**src/rtl/vdp_vram_host_port_pkg.sv**
```systemverilog
// Shared VDP definitions for the host VRAM write port: FIFO depth, register
// reset values and the layout of one pending write entry.
package vdp_vram_host_port_pkg;

  localparam int          VDP_FIFO_DEPTH = 8;
  localparam logic [14:0] VDP_ADDR_RESET = 15'h0000;
  localparam logic [7:0]  VDP_INCR_RESET = 8'h01;

  typedef struct packed {
    logic [13:0] addr;
    logic [15:0] data;
    logic [1:0]  mask;
  } vdp_entry_t;

  localparam int VDP_ENTRY_W = $bits(vdp_entry_t);

  // Word address bit 0 picks the odd (10) or even (01) RAM port.
  function automatic logic [1:0] vdp_port_mask(input logic addr_lsb);
    logic [1:0] mask_v;
    if (addr_lsb) begin
      mask_v = 2'b10;
    end else begin
      mask_v = 2'b01;
    end
    return mask_v;
  endfunction

endpackage

```
**src/rtl/vdp_vram_host_port_sync_fifo.sv**
```systemverilog
// Generic single-clock show-ahead FIFO; the head entry is read straight
// from storage, and a push into a full FIFO is accepted only alongside a pop.
module vdp_sync_fifo #(
  parameter int WIDTH = 32,
  parameter int DEPTH = 8
) (
  input  logic             clk,
  input  logic             reset_n,
  input  logic             push,
  input  logic [WIDTH-1:0] push_data,
  input  logic             pop,
  output logic [WIDTH-1:0] head_data,
  output logic             full,
  output logic             empty
);

  localparam int PTR_W = $clog2(DEPTH);
  localparam int CNT_W = $clog2(DEPTH + 1);

  logic [WIDTH-1:0] mem_r [DEPTH];
  logic [PTR_W-1:0] wr_ptr_r;
  logic [PTR_W-1:0] rd_ptr_r;
  logic [CNT_W-1:0] count_r;
  logic             push_s;
  logic             pop_s;

  assign full      = (count_r == CNT_W'(DEPTH));
  assign empty     = (count_r == {CNT_W{1'b0}});
  assign pop_s     = pop && !empty;
  assign push_s    = push && (!full || pop_s);
  assign head_data = mem_r[rd_ptr_r];

  // Pointer and occupancy tracking; pointers wrap naturally at DEPTH.
  always_ff @(posedge clk or negedge reset_n) begin
    if (!reset_n) begin
      wr_ptr_r <= {PTR_W{1'b0}};
      rd_ptr_r <= {PTR_W{1'b0}};
      count_r  <= {CNT_W{1'b0}};
    end else begin
      if (push_s) begin
        wr_ptr_r <= wr_ptr_r + PTR_W'(1'b1);
      end
      if (pop_s) begin
        rd_ptr_r <= rd_ptr_r + PTR_W'(1'b1);
      end
      case ({push_s, pop_s})
        2'b10:   count_r <= count_r + CNT_W'(1'b1);
        2'b01:   count_r <= count_r - CNT_W'(1'b1);
        default: count_r <= count_r;
      endcase
    end
  end

  // Entry storage; contents are don't-care while the slot is not occupied.
  always_ff @(posedge clk) begin
    if (push_s) begin
      mem_r[wr_ptr_r] <= push_data;
    end
  end

endmodule

```
**src/rtl/vdp_vram_host_port.sv**
```systemverilog
// Host-side VRAM write port: auto-incrementing word address, write FIFO
// towards the VRAM arbiter and a sticky overflow flag for dropped pushes.
module vdp_vram_host_port
  import vdp_vram_host_port_pkg::*;
#(
  parameter int DEPTH = VDP_FIFO_DEPTH
) (
  input  logic        clk,
  input  logic        reset_n,
  input  logic        host_address_write_en,
  input  logic [14:0] host_address,
  input  logic        host_increment_write_en,
  input  logic [7:0]  host_increment,
  input  logic        host_data_write_en,
  input  logic [15:0] host_data,
  input  logic        overflow_clear,
  output logic        host_ready,
  output logic        fifo_empty,
  output logic        overflow,
  output logic [13:0] vram_write_address_16b,
  output logic [15:0] vram_write_data_16b,
  output logic [1:0]  vram_port_write_en_mask,
  input  logic        vram_written
);

  logic [14:0] addr_r;
  logic [7:0]  incr_r;
  logic        overflow_r;
  logic [14:0] used_addr_s;
  logic        full_s;
  logic        empty_s;
  logic        pop_s;
  logic        push_ok_s;
  logic        push_drop_s;
  vdp_entry_t  push_entry_s;
  vdp_entry_t  head_entry_s;

  assign pop_s       = vram_written && !empty_s;
  assign push_ok_s   = host_data_write_en && (!full_s || pop_s);
  assign push_drop_s = host_data_write_en && !push_ok_s;

  // A same-cycle address write overrides the register for this push.
  always_comb begin
    used_addr_s       = addr_r;
    push_entry_s      = '{addr: 14'h0000, data: 16'h0000, mask: 2'b00};
    if (host_address_write_en) begin
      used_addr_s = host_address;
    end else begin
      used_addr_s = addr_r;
    end
    push_entry_s.addr = used_addr_s[14:1];
    push_entry_s.data = host_data;
    push_entry_s.mask = vdp_port_mask(used_addr_s[0]);
  end

  // Address, increment and overflow registers.
  always_ff @(posedge clk or negedge reset_n) begin
    if (!reset_n) begin
      addr_r     <= VDP_ADDR_RESET;
      incr_r     <= VDP_INCR_RESET;
      overflow_r <= 1'b0;
    end else begin
      if (push_ok_s) begin
        addr_r <= used_addr_s + {7'b0000000, incr_r};
      end else if (host_address_write_en) begin
        addr_r <= host_address;
      end else begin
        addr_r <= addr_r;
      end
      if (host_increment_write_en) begin
        incr_r <= host_increment;
      end
      // A drop wins over a coincident clear so no dropped word goes unreported.
      if (push_drop_s) begin
        overflow_r <= 1'b1;
      end else if (overflow_clear) begin
        overflow_r <= 1'b0;
      end else begin
        overflow_r <= overflow_r;
      end
    end
  end

  vdp_sync_fifo #(
    .WIDTH (VDP_ENTRY_W),
    .DEPTH (DEPTH)
  ) u_fifo (
    .clk       (clk),
    .reset_n   (reset_n),
    .push      (push_ok_s),
    .push_data (push_entry_s),
    .pop       (pop_s),
    .head_data (head_entry_s),
    .full      (full_s),
    .empty     (empty_s)
  );

  assign host_ready              = !full_s;
  assign fifo_empty              = empty_s;
  assign overflow                = overflow_r;
  assign vram_write_address_16b  = head_entry_s.addr;
  assign vram_write_data_16b     = head_entry_s.data;
  assign vram_port_write_en_mask = empty_s ? 2'b00 : head_entry_s.mask;

endmodule

```
**config.mk**
```make
export PLATFORM = sky130hd
export DESIGN_NAME = vdp_vram_host_port
export DESIGN_NICKNAME = d
export VERILOG_FILES = /design/src/rtl/vdp_vram_host_port_pkg.sv /design/src/rtl/vdp_vram_host_port_sync_fifo.sv /design/src/rtl/vdp_vram_host_port.sv
export SDC_FILE = /design/constraint.sdc
export NUM_CORES = 1
export LEC_CHECK = 0
export ABC_CLOCK_PERIOD_IN_PS = 5100
export CORE_MARGIN = 1.5
export CORE_UTILIZATION = 50
export CTS_CLUSTER_SIZE = 8
export DETAILED_ROUTE_END_ITERATION = 8
export HOLD_SLACK_MARGIN = 0.15
export PLACE_DENSITY = 0.72
export SYNTH_ARGS = -nofsm -noshare
export SYNTH_HDL_FRONTEND = slang
export SYNTH_SLANG_ARGS = --single-unit
export TNS_END_PERCENT = 20
```
**constraint.sdc**
```tcl
create_clock -name clk -period 5.1 [get_ports clk]
set_clock_uncertainty 0.2 [all_clocks]
set_input_delay 0.765 -clock clk [delete_from_list [all_inputs] [get_ports clk]]
set_output_delay 0.765 -clock clk [all_outputs]
set_load 0.02 [all_outputs]
```
Word level (Yosys, flattened, before mapping)
Memories as Yosys holds them, arrays and structs flattened.
Cells that the tools add are included.
Widths: inputs -> output; s select.
{"block": "totals", "input_bits": 46, "memories": 1, "out_inout_bits": 35, "regBits": 34, "mem_bits_rw": 256}
{"name": "u_fifo.mem_r", "depth": 8, "word_bits": 32, "rd": 1, "rd_ports_with_merged_regs": 0, "wr": 1, "line_no": "vdp_vram_host_port_sync_fifo.sv:20", "source": "logic [WIDTH-1:0] mem_r [DEPTH];"}
{"block": "classes", "muxes": 9, "n_reduce_logical": 13, "addsub": 5, "eq_ne": 3}
{"cell": "$mux 15", "count": 2}
{"cell": "$add 15x8->15", "count": 1}
{"cell": "$pmux 4 s2", "count": 1}
{"cell": "$add 3x1->3 const B", "count": 2}
{"cell": "$logic_and 1x1->1", "count": 5}
{"cell": "$add 4x1->4 const B", "count": 1}
{"cell": "$eq 4x4->1 const B", "count": 1}
{"cell": "$logic_not 4->1", "count": 1}
{"cell": "$mux 1", "count": 4}
{"cell": "$mux 2", "count": 2}
{"cell": "$reduce_bool 2->1", "count": 2}
{"cell": "$sub 4x1->4 const B", "count": 1}
{"cell": "$logic_not 1->1", "count": 3}
{"cell": "$eq 2x1->1 const B", "count": 1}
{"cell": "$eq 2x2->1 const B", "count": 1}
{"cell": "$logic_or 1x1->1", "count": 2}

Logic depth before layout (Yosys ltp)
{"block": "logic_depth", "word_depth": 8, "mapped_depth": 12, "mapped_depth_nobuf": 10}

By module
Synthesis repeated with hierarchy kept, for this count alone.
{"block": "unflattened", "cells_unflattened": 603, "hier_area_um2": 11846.4}
{"module": "vdp_sync_fifo", "cells_per_inst": 454, "area_each_um2": 10326.2, "instances": 1}
{"module": "vdp_vram_host_port", "cells_per_inst": 149, "area_each_um2": 1520.2, "instances": 1}

Least setup slack after synthesis
No wires, ideal clock.
{"block": "synth_timing", "path_type": "input to register", "startpoint": "in vram_written", "endpoint": "mem u_fifo.mem_r[4][0] (enable)", "setup_ps": 513, "arrival_ps": 4569, "required_time_ps": 4387, "stages": 5, "n_path_buf": 2, "path_slack_ps": -182, "path_cell_list": "o21a_1 buf_6 clkinv_8 buf_6 nor4b_1"}
{"block": "synth_via", "elab_chain_cells": 6}
{"element": "from (decl)", "line_no": "vdp_vram_host_port.sv:23", "source": "input logic vram_written"}
{"element": "$logic_and 1x1->1 (*)", "line_no": "vdp_vram_host_port.sv:38", "source": "assign pop_s = vram_written && !empty_s;"}
{"element": "$logic_or 1x1->1 or $logic_and 1x1->1 (tied branches)", "line_no": "vdp_vram_host_port.sv:39, vdp_vram_host_port_sync_fifo.sv:29"}
{"element": "$logic_and 1x1->1 or $logic_or 1x1->1 (tied branches)", "line_no": "vdp_vram_host_port.sv:39, vdp_vram_host_port_sync_fifo.sv:30"}
{"element": "$logic_and 1x1->1 (*)", "line_no": "vdp_vram_host_port_sync_fifo.sv:30", "source": "assign push_s = push && (!full || pop_s);"}
{"element": "$mux 1 (*)", "line_no": "vdp_vram_host_port_sync_fifo.sv:56", "source": "if (push_s) begin"}
{"element": "$mux 1 (implied by the code) (*)", "line_no": "vdp_vram_host_port_sync_fifo.sv:57", "source": "mem_r[wr_ptr_r] <= push_data;"}
{"element": "to (decl)", "line_no": "vdp_vram_host_port_sync_fifo.sv:20"}
Every way passes the cells marked *; elsewhere a longest branch is shown, timed or not.

Worst setup path after layout
{"block": "layout_timing", "startpoint": "reg u_fifo.rd_ptr_r[1]", "endpoint": "out vram_port_write_en_mask[1]"}
{"block": "layout_via", "elab_chain_cells": 2}
{"element": "from (decl)", "line_no": "vdp_vram_host_port_sync_fifo.sv:22", "source": "logic [PTR_W-1:0] rd_ptr_r;"}
{"element": "from (signal assigned)", "line_no": "vdp_vram_host_port_sync_fifo.sv:37", "source": "rd_ptr_r <= {PTR_W{1'b0}};"}
{"element": "from (signal assigned)", "line_no": "vdp_vram_host_port_sync_fifo.sv:44", "source": "rd_ptr_r <= rd_ptr_r + PTR_W'(1'b1);"}
{"element": "$mem_v2 8x32"}
{"element": "$mux 2", "line_no": "vdp_vram_host_port.sv:103", "source": "assign vram_port_write_en_mask = empty_s ? 2'b00 : head_entry_s.mask;"}
{"element": "to (decl)", "line_no": "vdp_vram_host_port.sv:22", "source": "output logic [1:0] vram_port_write_en_mask,"}
No other way between the ends.

==> impl_metrics.yaml <==
run_status:
  status: "finished clean"
place:
  hpwl_mm: 13.3
  place_ws_ns: 0.868
  routabilityCongestion: 0.844
  placed_cells: 970
  port_buffers: 80
floorplan:
  die_area_um2: 24400
  fp.dieH_um: 156
  core_um2: 22800
  io_pins: 81
  start_util_pct: 51.4
  rows: 55
  die_w_um: 156
critical_path:
  critical_path.startpoint: "u_fifo.rd_ptr_r[1]"
  critPathKind: "register to output pin"
  r2r_slack_ns: 1.90
  worst_path_largest_cell_delay_ns: 0.99
  worst_setup_path_start_kind: "register"
  reg2reg_depth: 10
  required_ns: 4.14
  end_kind: "output pin"
  r2r_start: "addr_r[0]"
  crit_fanout: 36
  r2r_end: "addr_r[10]"
  path_cells: "buf_4 > mux4_2 > mux2i_1 > nor2_1 > clkdlybuf4s50_1"
  endpoint: "vram_port_write_en_mask[1]"
  cp_slowest_cell: "dfrtp_2"
  cp_data_arrival_time_ns: 3.12
job:
  max_cap_violations: 0
timing:
  slew_viol_final: 0
  rsz0062_at_grt: "false"
  worst_pin_slew_ns: 1.12
  worst_hold_slack_ns: 0.295
  hold_viol: 0
  setup_viol: 0
  period_needed_ns: 4.09
  fmax_ghz: 0.245
  timing.final.crit_share_pct: 80.1
  timing.setup.tns_ns: 0
  fin_ws_ns: 1.01
  slew_headroom_pct: 24.5
global_route:
  grt.overflow.total: 0
  grt_pass1_wl_mm: 35.6
  grt_pass1_vias: 6280
  antenna_found_initial: 0
  grt_max_degree: 37
  grt.total_usage_pct: 19.8
synth:
  synth_cell_types: 43
  ys_warn_count: 0
  synth_area_um2: 11700
  ys.flop_type: "edfxtp_1"
  avgSynthCellArea_um2: 20.1
  syn_inst: 582
  syn_nets: 642
  ys_seq_elements: 290
  synthTopCellsByArea: "edfxtp_1 66%, mux4_2 12%, dfrtp_1 7.1%"
  synth-edff-count: 256
  synth-seq-area-share_pct: 72.9
  yosysTopAreaCell: "edfxtp_1"
  async_reset_ff_share_pct: 11.7
  synth_top_area_share_pct: 65.6
clock_network:
  cts_resized: 0
  clock_sinks: 290
  cts_tree: "done"
  postCtsHoldBufs: 0
  cts-root-buf: "clkbuf_16"
  cts.clk_slew.worst_paths_ns: 0.05
  clock_path_buffers: 3
  cts_max_level: 2
  cts_buffers: 42
  clk_latency_ns: 0.51
  post-cts-setup-buffers: 0
power:
  irDropWorstVdd_mv: 0.335
  powerDensity_nw_per_um2: 594
  power.leakage_nw: 4.77
cells_and_area:
  final_nets: 761
  antenna_cells: 0
  final_cells: 1030
  fill_cells: 1571
  final_common_cell: "edfxtp_1"
  drive_above_1_share_pct: 27.3
  mostFrequentLayoutCells: "256 x edfxtp_1, 80 x clkdlybuf4s50_1, 64 x mux4_2"
  area_delta_synth_final_pct: 20.9
routing:
  dr_total_vias: 5784
  drtIter0Drc: 390
  wl_per_cell_um: 22.3
  routed_wl_mm: 23.0
  drc: 0
  first_pass_iters: 5
  vias_per_cell: 5.62
  postRouteAntennaNets: 0
worst_hold_path:
  min_path_type: "register to register"
==> state kept, by name, indices dropped and copies added, names as in the netlist <==
| register | flops |
|---|---|
| u_fifo.rd_ptr_r | 3 |
| u_fifo.count_r | 4 |
| u_fifo.mem_r | 256 |
| incr_r | 8 |
| u_fifo.wr_ptr_r | 3 |
| addr_r | 15 |
| overflow | 1 |
==> how the worst min path moves through the flow <==
| stage | start | end | slack [ns] | cells past startpoint |
|---|---|---|---|---|
| 3_3_place_gp | u_fifo.count_r[3] | u_fifo.count_r[3] | 0.28 | 1 |
| 3_5_place_dp | u_fifo.count_r[3] | u_fifo.count_r[3] | 0.28 | 1 |
| 6_report | u_fifo.count_r[3] | u_fifo.count_r[3] | 0.30 | 1 |
| 4_1_cts | u_fifo.count_r[3] | u_fifo.count_r[3] | 0.30 | 1 |
| 5_1_grt | u_fifo.count_r[3] | u_fifo.count_r[3] | 0.33 | 1 |
| 2_1_floorplan | u_fifo.count_r[3] | u_fifo.count_r[3] | 0.26 | 1 |
==> area by class of cell <==
type | count | area (um2) | share of cell area (%)
Clock buffer | 56 | 1100 | 7.79
Multi-Input combinational cell | 253 | 3040 | 21.5
Clock inverter | 4 | 42.5 | 0.300
Tap cell | 313 | 392 | 2.77
Inverter | 14 | 65.1 | 0.459
Timing Repair Buffer | 100 | 976 | 6.89
Sequential cell | 290 | 8550 | 60.3
==> cell usage after synthesis (2+ instances only) <==
cell type  count
edfxtp_1     256
mux4_2        64
mux2_2        48
dfrtp_1       33
nand2_1       19
nor2_1        16
a21oi_1       14
ha_1          13
inv_1         13
buf_2         11
clkbuf_1      10
xnor2_1       10
xor2_1        10
mux2i_1        6
o21ai_0        6
nor3_1         4
a211oi_1       3
a21o_1         3
nand2b_1       3
nand3_1        3
nor2b_1        3
nor3b_1        3
nor4_1         3
nor4b_1        3
a31oi_1        2
buf_1          2
buf_6          2
o211ai_1       2
o22ai_1        2
o31ai_1        2
==> per-layer routing <==
layer,GRT usage (%),share of wire (%)
met4,5.53,1.5
met5,0,0
met3,3.36,4.7
met2,34.5,52
met1,25.9,42
==> report_power, final <==
group	internal, W	switching (W)
combinational	0.00136	0.00124
clock	0.00149	0.000913
sequential	0.00306	0.000336
==> kinds of logic (layout without fill, tap and decap cells) <==
| family | Yosys count | count (layout) | synth area share (%) |
|---|---|---|---|
| and+or+nand+nor | 61 | 61 | 2.78 |
| adders and majority gates | 14 | 14 | 1.56 |
| xor gates and xnor gates | 20 | 20 | 1.50 |
| AOI/OAI and AO/OA | 40 | 40 | 2.21 |
| muxes | 118 | 118 | 17.4 |
| DFF | 290 | 290 | 72.9 |
| buffers and inverters | 39 | 174 | 1.60 |
==> worst max-delay path: cells and delay by family, from the launching register on <==
kind,cells,cell delay [ns]
simple gates,1,0.07
flops,1,0.99
mux,2,0.56
buf+inv,2,0.97
==> through the flow <==
step | total power (W) | instance area (um2) | util (%)
floorplan | 0.00507 | 11700 | -
global placement | 0.00601 | 13000 | 57.1
detailed placement | 0.00609 | 13000 | 57.1
CTS | 0.00852 | 14200 | 62.2
global route | 0.00880 | 14200 | 62.2
finish | 0.00841 | 14200 | 62.2
Note: power is estimated with default switching activity, not from simulation.
